===== config.mk =====
export PLATFORM = sky130hd
export DESIGN_NAME = axi4_cacheif_resp
export DESIGN_NICKNAME = d
export VERILOG_FILES = /design/src/rtl/axi4_cacheif_resp.sv
export SDC_FILE = /design/constraint.sdc
export NUM_CORES = 1
export LEC_CHECK = 0
export ABC_AREA = 0
export BUFFER_PORTS_ARGS = -buffer_cell sky130_fd_sc_hd__buf_2
export CAP_MARGIN = 20
export CORE_MARGIN = 2
export CORE_UTILIZATION = 48
export DETAILED_ROUTE_END_ITERATION = 16
export HOLD_SLACK_MARGIN = 0.02
export PLACE_DENSITY = 0.71
export SYNTH_ARGS = -nofsm -noshare
export SYNTH_HDL_FRONTEND = slang
export SYNTH_SLANG_ARGS = --single-unit

===== constraint.sdc =====
create_clock -name clk -period 6.2 [get_ports clk]
set_input_delay 0.31 -clock clk [delete_from_list [all_inputs] [get_ports clk]]
set_output_delay 0.31 -clock clk [all_outputs]
set_load 0.01 [all_outputs]

===== src/rtl/axi4_cacheif_resp.sv =====
// AXI4 responder: terminates AXI4 read/write bursts as single-beat cacheIf memory requests.
// Latency: write beat to memory in the W handshake cycle; bvalid 1 cycle after wlast; first mem_re 1 cycle after AR.
// Backpressure: wready follows mem_wreq_rdy; mem_re is throttled by read-FIFO credits, so rready stalls never drop data.
//
// Ports: clk/rst (sync, active-high); AXI4 AW/W/B and AR/R slave channels (axi4_*);
// memory write request (mem_bwe/mem_wad/mem_wdat, mem_wreq_rdy); memory read request
// (mem_re/mem_rad, mem_rreq_rdy) and in-order read return (mem_rdat/mem_rdat_vld).
module axi4_cacheif_resp #(
    parameter int DW          = 32,
    parameter int AW          = 32,
    parameter int RFIFO_DEPTH = 8
) (
    input  logic            clk,
    input  logic            rst,
    // write address
    input  logic            axi4_awvalid,
    output logic            axi4_awready,
    input  logic [AW-1:0]   axi4_awaddr,
    input  logic [7:0]      axi4_awlen,
    input  logic [1:0]      axi4_awburst,
    input  logic [2:0]      axi4_awsize,
    input  logic [7:0]      axi4_awid,
    // write data
    input  logic            axi4_wvalid,
    output logic            axi4_wready,
    input  logic [DW-1:0]   axi4_wdata,
    input  logic [DW/8-1:0] axi4_wstrb,
    input  logic            axi4_wlast,
    // write response
    output logic            axi4_bvalid,
    input  logic            axi4_bready,
    output logic [1:0]      axi4_bresp,
    output logic [7:0]      axi4_bid,
    // read address
    input  logic            axi4_arvalid,
    output logic            axi4_arready,
    input  logic [AW-1:0]   axi4_araddr,
    input  logic [7:0]      axi4_arlen,
    input  logic [1:0]      axi4_arburst,
    input  logic [2:0]      axi4_arsize,
    input  logic [7:0]      axi4_arid,
    // read data
    output logic            axi4_rvalid,
    input  logic            axi4_rready,
    output logic [DW-1:0]   axi4_rdata,
    output logic [1:0]      axi4_rresp,
    output logic            axi4_rlast,
    output logic [7:0]      axi4_rid,
    // memory write port
    output logic [DW/8-1:0] mem_bwe,
    output logic [AW-1:0]   mem_wad,
    output logic [DW-1:0]   mem_wdat,
    input  logic            mem_wreq_rdy,
    // memory read port
    output logic            mem_re,
    output logic [AW-1:0]   mem_rad,
    input  logic            mem_rreq_rdy,
    input  logic [DW-1:0]   mem_rdat,
    input  logic            mem_rdat_vld
);
    localparam int PW = $clog2(RFIFO_DEPTH);
    localparam int CW = PW + 1;
    localparam logic [1:0]    BURST_INCR  = 2'b01;
    localparam logic [1:0]    RESP_OKAY   = 2'b00;
    localparam logic [1:0]    RESP_SLVERR = 2'b10;
    localparam logic [AW-1:0] ADDR_STEP   = AW'(DW / 8);

    typedef enum logic [1:0] {W_IDLE, W_DATA, W_RESP} wstate_t;
    typedef enum logic       {R_IDLE, R_BURST}        rstate_t;

    // transfer size is always full width
    logic unused_size;
    assign unused_size = ^{axi4_awsize, axi4_arsize};

    // ------------------------------------------------------------------
    // Write channel
    // ------------------------------------------------------------------
    wstate_t       w_state, w_next;
    logic [AW-1:0] w_addr;
    logic [7:0]    w_len, w_cnt, w_id;
    logic [1:0]    w_burst;
    logic          w_over;   // beats beyond awlen: accepted, never written
    logic          w_err;
    logic          w_legal, aw_hs, w_hs, w_mem, w_ready_i;

    assign w_legal   = ~w_burst[1];
    assign aw_hs     = (w_state == W_IDLE) & axi4_awvalid;
    assign w_ready_i = (w_state == W_DATA) & (w_legal ? mem_wreq_rdy : 1'b1);
    assign w_hs      = w_ready_i & axi4_wvalid;
    assign w_mem     = w_hs & w_legal & ~w_over;

    always_ff @(posedge clk) begin
        if (rst) w_state <= W_IDLE;
        else     w_state <= w_next;
    end

    always_comb begin
        w_next = w_state;
        case (w_state)
            W_IDLE:  if (axi4_awvalid)          w_next = W_DATA;
            W_DATA:  if (w_hs && axi4_wlast)    w_next = W_RESP;
            W_RESP:  if (axi4_bready)           w_next = W_IDLE;
            default:                            w_next = W_IDLE;
        endcase
    end

    always_ff @(posedge clk) begin
        if (rst) begin
            w_addr  <= '0;
            w_len   <= '0;
            w_cnt   <= '0;
            w_id    <= '0;
            w_burst <= '0;
            w_over  <= 1'b0;
            w_err   <= 1'b0;
        end else if (aw_hs) begin
            w_addr  <= axi4_awaddr;
            w_len   <= axi4_awlen;
            w_burst <= axi4_awburst;
            w_id    <= axi4_awid;
            w_cnt   <= '0;
            w_over  <= 1'b0;
            w_err   <= 1'b0;
        end else if (w_hs) begin
            if (w_burst == BURST_INCR) w_addr <= w_addr + ADDR_STEP;
            if (!w_over) begin
                if (w_cnt == w_len) begin
                    // last expected beat without wlast: the burst runs long
                    if (!axi4_wlast) begin
                        w_over <= 1'b1;
                        w_err  <= 1'b1;
                    end
                end else begin
                    w_cnt <= w_cnt + 8'd1;
                    if (axi4_wlast) w_err <= 1'b1;  // early wlast
                end
            end
        end
    end

    // ------------------------------------------------------------------
    // Read channel
    // ------------------------------------------------------------------
    rstate_t       r_state, r_next;
    logic [AW-1:0] r_addr;
    logic [7:0]    r_len, r_id, r_pop;
    logic [8:0]    r_issued;
    logic [1:0]    r_burst;
    logic [CW-1:0] credit;   // requests issued but not yet popped from the FIFO
    logic          r_legal, ar_hs, mem_re_i, issue, push, fifo_pop;
    logic          rvalid_i, rlast_i, r_hs;

    logic [DW-1:0] fifo_mem [RFIFO_DEPTH];
    logic [PW-1:0] wr_ptr, rd_ptr;
    logic [CW-1:0] fifo_cnt;

    assign r_legal  = ~r_burst[1];
    assign ar_hs    = (r_state == R_IDLE) & axi4_arvalid;
    assign mem_re_i = (r_state == R_BURST) & r_legal & (r_issued <= {1'b0, r_len})
                    & (credit < CW'(RFIFO_DEPTH));
    assign issue    = mem_re_i & mem_rreq_rdy;
    // returns outside a burst are stale traffic from before a reset
    assign push     = mem_rdat_vld & (r_state == R_BURST) & r_legal;
    // illegal bursts fabricate zero beats without touching memory
    assign rvalid_i = (r_state == R_BURST) & (r_legal ? (fifo_cnt != '0) : 1'b1);
    assign rlast_i  = (r_state == R_BURST) & (r_pop == r_len);
    assign r_hs     = rvalid_i & axi4_rready;
    assign fifo_pop = r_hs & r_legal;

    always_ff @(posedge clk) begin
        if (rst) r_state <= R_IDLE;
        else     r_state <= r_next;
    end

    always_comb begin
        r_next = r_state;
        case (r_state)
            R_IDLE:  if (axi4_arvalid)     r_next = R_BURST;
            R_BURST: if (r_hs && rlast_i)  r_next = R_IDLE;
            default:                       r_next = R_IDLE;
        endcase
    end

    always_ff @(posedge clk) begin
        if (rst) begin
            r_addr   <= '0;
            r_len    <= '0;
            r_id     <= '0;
            r_burst  <= '0;
            r_issued <= '0;
            r_pop    <= '0;
        end else if (ar_hs) begin
            r_addr   <= axi4_araddr;
            r_len    <= axi4_arlen;
            r_id     <= axi4_arid;
            r_burst  <= axi4_arburst;
            r_issued <= '0;
            r_pop    <= '0;
        end else begin
            if (issue) begin
                r_issued <= r_issued + 9'd1;
                if (r_burst == BURST_INCR) r_addr <= r_addr + ADDR_STEP;
            end
            if (r_hs) r_pop <= r_pop + 8'd1;
        end
    end

    always_ff @(posedge clk) begin
        if (rst) begin
            credit   <= '0;
            fifo_cnt <= '0;
            wr_ptr   <= '0;
            rd_ptr   <= '0;
        end else begin
            case ({issue, fifo_pop})
                2'b10:   credit <= credit + CW'(1);
                2'b01:   credit <= credit - CW'(1);
                default: credit <= credit;
            endcase
            case ({push, fifo_pop})
                2'b10:   fifo_cnt <= fifo_cnt + CW'(1);
                2'b01:   fifo_cnt <= fifo_cnt - CW'(1);
                default: fifo_cnt <= fifo_cnt;
            endcase
            if (push)     wr_ptr <= wr_ptr + PW'(1);
            if (fifo_pop) rd_ptr <= rd_ptr + PW'(1);
        end
    end

    always_ff @(posedge clk) begin
        if (push) fifo_mem[wr_ptr] <= mem_rdat;
    end

    a_no_fifo_overflow: assert property (@(posedge clk) disable iff (rst)
        !(push && (fifo_cnt == CW'(RFIFO_DEPTH))));

    // ------------------------------------------------------------------
    // Outputs, forced to zero while reset is asserted
    // ------------------------------------------------------------------
    assign axi4_awready = ~rst & (w_state == W_IDLE);
    assign axi4_wready  = ~rst & w_ready_i;
    assign axi4_bvalid  = ~rst & (w_state == W_RESP);
    assign axi4_bresp   = (rst || w_state != W_RESP) ? RESP_OKAY
                        : ((w_err || !w_legal) ? RESP_SLVERR : RESP_OKAY);
    assign axi4_bid     = rst ? '0 : w_id;

    assign axi4_arready = ~rst & (r_state == R_IDLE);
    assign axi4_rvalid  = ~rst & rvalid_i;
    assign axi4_rdata   = (rst || !rvalid_i || !r_legal) ? '0 : fifo_mem[rd_ptr];
    assign axi4_rresp   = (rst || r_legal) ? RESP_OKAY : RESP_SLVERR;
    assign axi4_rlast   = ~rst & rlast_i;
    assign axi4_rid     = rst ? '0 : r_id;

    assign mem_bwe  = (rst || !w_mem) ? '0 : axi4_wstrb;
    assign mem_wad  = rst ? '0 : w_addr;
    assign mem_wdat = rst ? '0 : axi4_wdata;
    assign mem_re   = ~rst & mem_re_i;
    assign mem_rad  = rst ? '0 : r_addr;

endmodule


# After elaboration in Yosys (flattened, before gate mapping)
# Memories as Yosys holds them, arrays and structs flattened. A register that Yosys moved wholly into a read port is not among the register bits.
# Index checks and enable logic that the tools add are counted.
[word_totals]
mem_count = 1
mem_bits_rw = 256
output_inout_bits = 159
regBits = 144
elab_cells = 140
inputBits = 185
[memory_table]
columns = ["memory", "depth", "word_bits", "rd", "rd_clocked_by_memory_dff", "wr", "line", "source"]
rows = [
  ["fifo_mem", 8, 32, 1, 1, 1, "153", "logic [DW-1:0] fifo_mem [RFIFO_DEPTH];"],
]
[classes]
magnitude_cmp = 2
reduce_logical = 26
addsub = 11
n_eq_ne = 15
bitwise_logic = 29
n_mux = 37
[ops]
columns = ["cell", "count"]
rows = [
  ["$mux W32", 10],
  ["$add A32 B3 Y32 const B", 2],
  ["$and A1 B1 Y1", 23],
  ["$add A8 B1 Y8 const B", 2],
  ["$eq A8 B8 Y1", 2],
  ["$mux W8", 2],
  ["$pmux W4 S2", 2],
  ["$reduce_bool A2 Y1", 7],
  ["$mux W1", 12],
  ["$mux W2", 6],
  ["$eq A2 B1 Y1 const B", 5],
  ["$add A9 B1 Y9 const B", 1],
  ["$le A9 B8 Y1", 1],
  ["$add A4 B1 Y4 const B", 2],
  ["$ne A2 B2 Y1 const B", 4],
  ["$sub A4 B1 Y4 const B", 2],
  ["$add A3 B1 Y3 const B", 2],
  ["$eq A2 B2 Y1 const B", 3],
  ["$logic_or A1 B1 Y1", 6],
  ["$mux W3", 2],
  ["$not A1 Y1", 6],
  ["$pmux W2 S3", 1],
  ["$reduce_and A3 Y1", 2],
  ["$lt A4 B4 Y1 const B", 1],
  ["10 further kinds", 14],
]

# Logic depth before layout (Yosys ltp)
# Gate-level depths: netlist of the first run.
[depth]
depth_word = 8
depth_mapped = 15

# Worst setup path after synthesis of the first run
# Ideal clock, no wire load.
[synth_path]
path_kind = "register to register"
startpoint = "register r_state"
endpoint = "memory fifo_mem[0][0] (enable)"
synth_period_minus_slack_ns = 3.573
t_arrival_ns = 3.111
n_path_buf = 1
stages_incl_launch_ff = 5
setup_time_ns = 0.461
slack_ns = 2.627
path_cell_list = "dfxtp_1 buf_2 nand2_1 or3_1 nor3_1"
[synth_between]
elab_chain_cells = 4
[synth_rtl]
columns = ["item", "line", "source"]
rows = [
  ["start: declaration", "144", "rstate_t r_state, r_next;"],
  ["start signal: assignment", "172", "else r_state <= r_next;"],
  ["$and A1 B1 Y1 (2 in series)", "163", "assign push = mem_rdat_vld & (r_state == R_BURST) & r_legal;"],
  ["$mux W1", "231", "if (push) fifo_mem[wr_ptr] <= mem_rdat;"],
  ["$mux W1 (implied by the code)", "231", ""],
  ["end: declaration", "153", ""],
]
# Every way passes these cells.

# Worst setup path after layout of the first run
[layout_path]
startpoint = "register r_len[2]"
endpoint = "register credit[3]"
[layout_between]
elab_chain_cells = 6
word_cells_on_any_way = 8
[layout_rtl]
columns = ["item", "line", "source"]
rows = [
  ["start: declaration", "146", "logic [7:0] r_len, r_id, r_pop;"],
  ["start signal: assignment", "194", "r_len <= axi4_arlen;"],
  ["$le A9 B8 Y1 *", "159", "assign mem_re_i = (r_state == R_BURST) & r_legal & (r_issued <= {1'b0, r_len})"],
  ["$and A1 B1 Y1 *", "159", ""],
  ["$and A1 B1 Y1 *", "160", "& (credit < CW'(RFIFO_DEPTH));"],
  ["$and A1 B1 Y1 *", "161", "assign issue = mem_re_i & mem_rreq_rdy;"],
  ["$eq A2 B1 Y1 or $eq A2 B2 Y1 (tied branches)", "215", "case ({issue, fifo_pop})"],
  ["$pmux W4 S2 or $reduce_bool A2 Y1 (tied branches)", "n/a", ""],
  ["end signal: assignment", "216", "2'b10: credit <= credit + CW'(1);"],
  ["end signal: assignment", "217", "2'b01: credit <= credit - CW'(1);"],
  ["end signal: assignment", "218", "default: credit <= credit;"],
  ["end: declaration", "149", "logic [CW-1:0] credit;"],
]
# Mark *: on every way between the ends. The rest lies on a longest branch, timed or not.
# A chain may end at the register's enable or synchronous reset.

==> results of run 1 <==
synthesized netlist by cell type (all sizes together) (2+ instances only):
library cell / instances / share of area
a211oi: 45 / 0.019
a21o: 2 / 0.00084
a21oi: 63 / 0.018
a2bb2oi: 2 / 0.00099
a311oi: 4 / 0.0020
a31oi: 7 / 0.0025
and2: 8 / 0.0028
and3: 10 / 0.0035
and4: 12 / 0.0059
buf: 24 / 0.0070
clkbuf: 61 / 0.013
dfxtp: 147 / 0.17
edfxtp: 256 / 0.43
fa: 2 / 0.0023
ha: 22 / 0.015
inv: 26 / 0.0055
mux2i: 34 / 0.019
mux4: 64 / 0.081
nand2: 129 / 0.027
nand2b: 7 / 0.0025
nand3: 32 / 0.0090
nand4: 27 / 0.0095
nand4b: 3 / 0.0015
nor2: 155 / 0.033
nor2b: 113 / 0.040
nor3: 21 / 0.0072
nor3b: 4 / 0.0017
nor4: 12 / 0.0056
nor4b: 4 / 0.0035
o2111ai: 2 / 0.0013
o211ai: 7 / 0.0032
o21ai: 15 / 0.0042
or3: 14 / 0.0049
or4: 3 / 0.0015
xnor2: 42 / 0.021
xor2: 46 / 0.023
stage by stage:
stage	instance area (sq um)	worst slack [ns]
global route	21710	2.449
detailed placement	19870	2.790
floorplan	17780	2.627
finish	21710	2.762
CTS	21700	2.674
global placement	19870	2.906
cell type report:
type | count | area, sq um | area share
inverter | 26 | 97.59 | 0.004496
clock buffer | 55 | 1120 | 0.05158
tap | 468 | 585.6 | 0.02697
clock inverter | 20 | 217.7 | 0.01003
multi-input combinational | 921 | 6728 | 0.3099
timing repair buffer | 403 | 2318 | 0.1068
antenna | 2 | 5.005 | 0.0002305
sequential | 403 | 10640 | 0.4900
state kept, by name (all words and copies together), names as in the netlist, 9 cells and up, named ones only:
name,flops
r_issued,9
fifo_mem,256
w_addr,32
r_addr,32
path summary, 6_finish.rpt:
kind / cells after the start / slack, ns / end
min reg2reg: 2 / 0.45 / w_id[7]$_SDFFE_PP0P_
max: 14 / 2.76 / credit[3]$_SDFFE_PP0P_
max reg2reg: 14 / 2.76 / credit[3]$_SDFFE_PP0P_
min: 1 / 0.03 / fifo_mem[7][9]$_DFFE_PP_
timing repair:
action,4_1_cts,5_1_grt
hold buffers,50,0
endpoints found under the hold margin,114,0
buffers inserted,0,0
cell families (layout without fill, tap and decap cells):
kind of cell / after synthesis / count (layout)
adders and majority gates: 24 / 24
other: 1 / 4
DFF: 403 / 403
xor gates and xnor gates: 88 / 88
buffers and inverters: 111 / 504
AOI/OAI and AO/OA: 154 / 154
muxes: 98 / 98
and+or+nand+nor: 555 / 555
power groups by stage:
| stage | Combinational (uW) | Sequential (uW) | Clock (uW) |
|---|---|---|---|
| 2_1_floorplan | 285 | 3010 | 0 |
| 3_3_place_gp | 437 | 3030 | 0 |
| 3_5_place_dp | 447 | 3030 | 0 |
| 4_1_cts | 474 | 2970 | 2520 |
| 5_1_grt | 521 | 2980 | 2620 |
| 6_report | 472 | 2980 | 2460 |
metal layers:
metal	GRT usage	share of wire	wire length, um
met2	0.3609	0.50	20580
met4	0.06341	0.022	914
met3	0.03953	0.057	2351
met5	0	0.00060	25
met1	0.2782	0.42	17610
==> impl_results.md, run 1 <==
* Status: finished, final reports clean
* Seq pwr share at 0.503
* Nets at 2006
* Hold Crit Class: in2reg
* Layout cell share with drive strength beyond 1 at 0.2757
* Yosys Warn Count at 0
* Buf/Inv on CP at 2
* Drt via density at between 5 and 6
* Post-DP HPWL at approximately 26 mm
* WL/cell at roughly 18 um
* Die area at approximately 39000 sq um
* I/O Pins at 344
* Post-Synth Simple-Gate Area at 0.1593
* EDFF count, synth at 256
* Num CTS Buffers at 42
* Switching share of power at 0.2271
* Core area at 36520 sq um
* Crit. End Element: register
* Period minus WS final at about 3.4 ns
* Final Util at 0.5944
* Number of synthesized register bits at 403
* Logic pwr share at 0.080
* Total power at a little under 6000 uW
* Setup Viol. Count Final at 0
* Mapped Cells at approximately 1.4k
* Drt pass-1 iters at 5
* RSZ-0062 raised after global routing: no
* Cells along the critical path: inv_1 -> ha_1 -> nand4_1 -> or3_1 -> o211a_2 -> nor2_1 -> inv_1 -> ha_1 -> ha_1 -> a21o_1 -> a21oi_1 -> xnor2_1 -> or3_1 -> a21oi_1
* Total congestion overflow at 0
* Leakage power at ~0.008 uW
* Crit path launch: r_len[2]$_SDFFE_PP0P_
* # DRC at 0
* Post-synthesis sequential area ratio at 0.5981
* Clock-pin slew on the worst setup and hold paths at around 0.060 ns
* Drt initial violations at about 830
* Sink Count at about 400
* Die W at just under 200 um
* Crit-path leading delay family: simple AND/OR/NAND/NOR gates
* Max-capacitance violation count at 0
* Adder-Cell Fraction of Synth Area at 0.01774
* Filler cells at between 2k and 3k
* Drt total wl at a little over 40 mm
* Xor/xnor share of the synthesized area at 0.04337
* Final worst-path cycle share at 0.5545
* Hold path startpoint: mem_rdat[9]
* Clk root buf: clkbuf_16
* Critical-path maximum fanout at 22
* PD cells at 272.3 nW/um^2
* Largest family of logic cells by synthesized area: simple AND/OR/NAND/NOR gates
* Largest stage delay on the critical path at between 0.3 and 0.4 ns
* Final Skew at 0.01681 ns
* Yosys cell types at 57
* VDD IR-drop max at roughly 0.18 mV
* Synth Area in Compound Gates at 0.05569
* Top FF cell, synth: edfxtp_1
* First-pass GRT wire length at ~65 mm
* Post-synthesis mux area share at 0.1003
* Max Clk Rate at approximately 0.29 GHz
* Most frequent cells in the layout: buf_2, edfxtp_1, nor2_1
* Critical path class: reg2reg
* Post-Layout Cell Count at roughly 2.3k
* Final ANT Viol Nets at 0
* Commonest non-fill, non-tap cell in the layout: buf_2
* Critical path's slowest cell: or3_1
* Die height at 196.4 um
* Final hold vios at 0
* Slew Viols, Final at 0
* Hold_ws at roughly 0.034 ns
* CTS tree: done
* Total track usage at 0.2122
* Rows at 70
* Number of global-route vias before repair at roughly 12k
* IO Port Bufs at around 340
* CP dominant cell by count: ha_1
* Routability cong. at ~0.8
* Slew HR at 0.2557
* Worst slew pin tran at between 1 and 1.5 ns
* Placed cells at 2171
* Worst setup SP type: register
* Ys async rst share at 0
* Skew-Pair Late Insertion Delay at around 0.55 ns
* CTS resizes at 0
* TNS Setup at 0 ns
* Pin count of the biggest net entering global routing at 85
* H-tree depth at 2
* Int Pwr at about 4600 uW
* Vias at approximately 12k
* Clock share of power at 0.417
* Worst Path Required at roughly 6.7 ns
* Area grow syn2layout at 22.15%
* Reg-to-reg startpoint: r_len[2]$_SDFFE_PP0P_
* Initial Utilization at 0.4866
* Mean post-synth cell area at 12.39 sq um
* Crit path DAT at between 3 and 4 ns
* Synth Cell Area at ~18000 sq um
* Max Buffers Root-to-Sink at 3
* Initial antenna violation count at 4
* Sw power at about 1300 uW
Power figures use the tool's default switching activity.
==> run 2: changes to the inputs <==
--- a/config.mk
+++ b/config.mk
@@ -12,7 +12,7 @@
 export CORE_UTILIZATION = 48
 export DETAILED_ROUTE_END_ITERATION = 16
 export HOLD_SLACK_MARGIN = 0.02
-export PLACE_DENSITY = 0.71
+export PLACE_DENSITY = 0.74
 export SYNTH_ARGS = -nofsm -noshare
 export SYNTH_HDL_FRONTEND = slang
 export SYNTH_SLANG_ARGS = --single-unit
==> constraint.sdc (replaced) <==
create_clock -name clk -period 2.9 [get_ports clk]
set_input_delay 0.145 -clock clk [delete_from_list [all_inputs] [get_ports clk]]
set_output_delay 0.145 -clock clk [all_outputs]
set_load 0.01 [all_outputs]
==> impl_results.md, run 2 (synthesis results as in run 1) <==
* Post-DP HPWL at around 30 mm
* Routability cong. at roughly 0.91
* Period minus WS final at approximately 3.0 ns
* Worst setup SP type: register
* CTS tree: done
* R2R Setup Slk at -0.10 ns
* Final hold vios at 0
* Pin count of the biggest net entering global routing at 79
* Commonest non-fill, non-tap cell in the layout: buf_2
* Critical path class: reg2reg
* Reg-to-reg startpoint: r_len[4]$_SDFFE_PP0P_
* Initial antenna violation count at 1
* Clk root buf: clkbuf_16
* Final Skew at around 0.016 ns
* Area grow syn2layout at 30.24%
* Die height at slightly below 200 um
* Status: finished with violations
* Critical-path maximum fanout at 3
* Rows at 70
* Max Buffers Root-to-Sink at 3
* Max-capacitance violation count at 0
* Crit. End Element: register
* Worst slew pin tran at 0.8774 ns
* Post-Layout Cell Count at roughly 2.4k
* DR WL met3 at around 3.1 mm
* Die W at 196.4 um
* Skew-Pair Late Insertion Delay at roughly 0.58 ns
* Worst setup endpoint: credit[3]$_SDFFE_PP0P_
* DP Area at about 20000 sq um
* Final Instance Area at around 23000 sq um
* Drt via density at 5.501
* Worst Path Required at between 3 and 4 ns
* Drt pass-1 iters at 5
* I/O Pins at 344
* Number of global-route vias before repair at about 14k
* Most frequent cells in the layout: buf_2, edfxtp_1, nor2_1
* # DRC at 0
* Total congestion overflow at 0
* Crit path launch: r_len[4]$_SDFFE_PP0P_
* Layout cell share with drive strength beyond 1 at 0.2826
* Core area at between 30000 and 40000 sq um
* Final ANT Viol Nets at 0
* Num CTS Buffers at between 40 and 50
* Slew HR at 0.4130
* Placed cells at about 2.2k
* Final worst-path cycle share at 1.035
* Leakage power at 0.008568 uW
* Biggest regs: fifo_mem x256, r_addr x32, w_addr x32
* Initial Utilization at 0.4866
* Drt initial violations at 874
* Die area at between 30000 and 40000 sq um
* Reg2Reg Depth at 14
* Total track usage at 0.2527
* VDD IR-drop max at around 0.54 mV
* Top layer in use: met4
* Top reg by flops: fifo_mem
* Clock-pin slew on the worst setup and hold paths at around 0.060 ns
* IO Port Bufs at around 340
* Final WS setup at -0.1009 ns
* Metal2 WL at about 24 mm
* R2r endpoint: credit[3]$_SDFFE_PP0P_
* Vias at roughly 13k
* Sink Count at roughly 400
* Met1 wire length at about 19 mm
* Drt total wl at 48.92 mm
* H-tree depth at 2
* Failing checks: setup timing
* Largest register FFs at around 260
* RSZ-0062 raised after global routing: yes
* Nets at 2129
* WL/cell at approximately 20 um
* Hold Crit Class: in2reg
* Crit path DAT at 3.50 ns
* PD cells at between 500 and 600 nW/um^2
* Setup Viol. Count Final at 1
* Max Clk Rate at ~0.33 GHz
* First-pass GRT wire length at between 70 and 80 mm
* Slew Viols, Final at 0
-- run 2: cell count changes in the layout (fill, tap and decap cells not counted), sizes merged --
cell / before / now
buf: 353 / 378
bufinv: 4 / 3
clkbuf: 55 / 58
clkinv: 14 / 13
clkinvlp: 1 / 2
diode: 2 / 1
dlygate4sd3: 50 / 146
inv: 27 / 26
-- run 2: layer usage --
layer  vias up  global-route usage
li1       6190                   -
met4         0              0.1420
met2       542              0.4372
met5         -                   0
met1      6458              0.2991
met3       118             0.04466
-- run 2: worst min path at each step --
stage / startpoint / endpoint / cells past startpoint
global route: axi4_rready / r_pop[0]$_SDFFE_PP0P_ / 5
finish: axi4_wlast / w_over$_SDFFE_PP0P_ / 5
floorplan: mem_rdat[0] / fifo_mem[0][0]$_DFFE_PP_ / 0
CTS: axi4_wlast / w_over$_SDFFE_PP0P_ / 5
global placement: axi4_arid[3] / r_id[3]$_SDFFE_PP0P_ / 3
detailed placement: axi4_arlen[3] / r_len[3]$_SDFFE_PP0P_ / 3
-- run 2: cell type report --
cell class	instances	area [sq um]
multi-input combinational	921	6874
antenna	1	2.502
sequential	403	10640
timing repair buffer	524	3530
tap	468	585.6
fill	2676	13380
inverter	26	97.59
clock inverter	18	200.2
clock buffer	58	1216
-- run 2: power breakdown --
group / total (uW) / internal [uW] / switching, uW
Sequential: 6360 / 6230 / 131
Clock: 5480 / 3220 / 2250
Combinational: 1230 / 576 / 653
Total: 13100 / 10000 / 3040
-- run 2: repair_timing --
action | in CTS | in global routing
gates resized for setup | 5 | 7
endpoints found under the hold margin | 365 | 0
setup buffers | 0 | 2
cloned | 0 | 0
hold buffers | 146 | 0
pin swaps | 3 | 9
endpoints found under the setup margin | 1 | 2
-- run 2: worst max-delay path, cell delays in order (launching register included) --
cell	delay (ns)
dfxtp_2	0.35
inv_2	0.05
ha_4	0.26
nand4_1	0.17
or3_4	0.44
o211a_4	0.16
nor2_4	0.11
inv_1	0.05
ha_2	0.20
ha_4	0.20
a21o_1	0.16
a21oi_2	0.19
xnor2_2	0.10
or3_1	0.36
a21oi_2	0.12
-- run 2: metrics by stage --
stage | TNS (ns) | total power [uW] | setup slack, ns | util | hold WS [ns]
after floorplan | 0 | 7057 | 0.001168 | - | 0.2439
after global placement | 0 | 7478 | 0.06942 | 0.5526 | 0.3862
after detailed placement | -0.05316 | 7507 | -0.05316 | 0.5526 | 0.3891
after CTS | 0 | 13120 | 0.001326 | 0.6320 | 0.04128
after global routing | -0.2407 | 13500 | -0.2280 | 0.6338 | 0.1067
final | -0.1009 | 13070 | -0.1009 | 0.6338 | 0.07169
==> run 3: changes to the inputs <==
--- a/config.mk
+++ b/config.mk
@@ -6,13 +6,14 @@
 export NUM_CORES = 1
 export LEC_CHECK = 0
 export ABC_AREA = 0
-export BUFFER_PORTS_ARGS = -buffer_cell sky130_fd_sc_hd__buf_2
 export CAP_MARGIN = 20
 export CORE_MARGIN = 2
 export CORE_UTILIZATION = 48
 export DETAILED_ROUTE_END_ITERATION = 16
+export DONT_BUFFER_PORTS = 1
 export HOLD_SLACK_MARGIN = 0.02
-export PLACE_DENSITY = 0.74
+export PLACE_DENSITY = 0.65
+export REMOVE_ABC_BUFFERS = 1
 export SYNTH_ARGS = -nofsm -noshare
 export SYNTH_HDL_FRONTEND = slang
 export SYNTH_SLANG_ARGS = --single-unit
==> impl_results.md, run 3 (synthesis results as in run 1) <==
* Period minus WS final at between 2 and 3 ns
* VDD IR-drop max at 0.4306 mV
* Clk root buf: clkbuf_16
* Sink Count at about 400
* Drt via density at roughly 5.6
* Total congestion overflow at 0
* Drt pass-1 iters at 7
* Initial Utilization at 0.4866
* Pin count of the biggest net entering global routing at 201
* Nets at about 1.9k
* First-pass GRT wire length at around 69 mm
* Setup Viol. Count Final at 0
* Setup WS pre-CTS at -0.1005 ns
* Status: finished, final reports clean
* WL/cell at ~21 um
* Die area at 38580 sq um
* Num CTS Buffers at 42
* H-tree depth at 2
* Max Buffers Root-to-Sink at 3
* M3 GR Usage at 0.06194
* Die W at around 200 um
* Met2 usage at 0.3960
* Footprint of the multi-input gates at between 6000 and 7000 sq um
* Vias at 12.06k
* Largest register FFs at 256
* Final ANT Viol Nets at 0
* Biggest regs: fifo_mem x256, r_addr x32, w_addr x32
* Crit. End Element: register
* Number of global-route vias before repair at 12.26k
* Most frequent cells in the layout: edfxtp_1, dlygate4sd3_1, nor2_1
* Die height at between 150 and 200 um
* CTS tree: done
* Clock-pin slew on the worst setup and hold paths at ~0.06 ns
* IO Port Bufs at 0
* DP Area at approximately 19000 sq um
* Area grow syn2layout at 24.52%
* Worst setup SP type: register
* Slew HR at 0.3501
* Critical-path maximum fanout at 2
* Grt peak-use layer: met2
* Drt total wl at 45.09 mm
* Commonest non-fill, non-tap cell in the layout: edfxtp_1
* Hold Crit Class: in2reg
* Top reg by flops: fifo_mem
* Max Clk Rate at ~0.35 GHz
* Final Skew at between 0.009 and 0.01 ns
* Post-Layout Cell Count at 2142
* Final worst-path cycle share at 0.9974
* Layout cell share with drive strength beyond 1 at 0.1382
* Slew Viols, Final at 0
* # DRC at 0
* Leakage power at about 0.0075 uW
* Worst slew pin tran at slightly below 1 ns
* Core area at 36520 sq um
* I/O Pins at 344
* Post-DP HPWL at roughly 27 mm
* Routability cong. at 0.8412
* RSZ-0062 raised after global routing: yes
* Filler cells at approximately 2.8k
* Skew-Pair Late Insertion Delay at approximately 0.57 ns
* Rows at 70
* Initial antenna violation count at 5
* Drt initial violations at ~670
* Critical path class: reg2reg
* Max-capacitance violation count at 0
* Final WS setup at roughly 0.0077 ns
* Total track usage at 0.2310
* Crit path DAT at between 3 and 4 ns
* Final Instance Area at approximately 22000 sq um
* FF/Latch Area at about 11000 sq um
* Final hold vios at 0
* Grt met1 use at 0.2794
* PD cells at roughly 580 nW/um^2
* Worst Path Required at approximately 3.4 ns
* Placed cells at 1869
[run 3: worst paths after layout]
kind / start / to / slack [ns] / depth (start not counted)
min reg2reg: w_err$_SDFFE_PP0P_ / w_err$_SDFFE_PP0P_ / 0.52 / 2
max reg2reg: r_len[2]$_SDFFE_PP0P_ / credit[3]$_SDFFE_PP0P_ / 0.008 / 14
min: mem_wreq_rdy / w_err$_SDFFE_PP0P_ / 0.15 / 6
max: r_len[2]$_SDFFE_PP0P_ / credit[3]$_SDFFE_PP0P_ / 0.008 / 14
[run 3: area by class of cell]
class | count | area share
antenna | 2 | 0.0002262
clock buffer | 59 | 0.05224
clock inverter | 14 | 0.01091
inverter | 26 | 0.004410
multi-input combinational | 921 | 0.3129
sequential | 403 | 0.4808
tap | 468 | 0.02646
timing repair buffer | 249 | 0.1121
[run 3: timing repair]
item | CTS | global route
setup endpoints to repair | 1 | 19
pin swaps | 4 | 12
buffers inserted | 0 | 6
endpoints found under the hold margin | 389 | 0
hold buffers | 192 | 0
resized for setup | 7 | 24
[run 3: critical path, cell delays in order, from the launching register on]
cell and delay, ns:
dfxtp_2 0.32, inv_1 0.04, ha_1 0.30, nand4_1 0.13, or3_4 0.40, o211a_4 0.16, nor2_4 0.11, inv_1 0.05
ha_2 0.18, ha_1 0.27, a21o_1 0.17, a21oi_2 0.15, xnor2_1 0.10, or3_1 0.31, a21oi_1 0.13
[run 3: report_power, final]
part           leakage, uW  internal [uW]  total (uW)  switching (uW)
combinational      0.00332            505        1060             551
clock             0.000675           3240        5490            2250
sequential         0.00351           6230        6360             130
[run 3: routing by layer]
metal,vias up,wire length [um]
met5,-,24
met4,4,1526
met3,93,3271
met2,425,22350
met1,5897,17920
li1,5642,-
[run 3: stage by stage]
| stage | util | power, uW | hold WS, ns | setup TNS [ns] |
|---|---|---|---|---|
| floorplan | - | 6982 | 0.2096 | -68.21 |
| global placement | 0.5085 | 7190 | 0.2251 | -0.04135 |
| detailed placement | 0.5085 | 7206 | 0.2247 | -0.1005 |
| CTS | 0.6009 | 12990 | 0.02668 | 0 |
| global route | 0.6059 | 13350 | 0.1595 | -0.7669 |
| finish | 0.6059 | 12900 | 0.1536 | 0 |
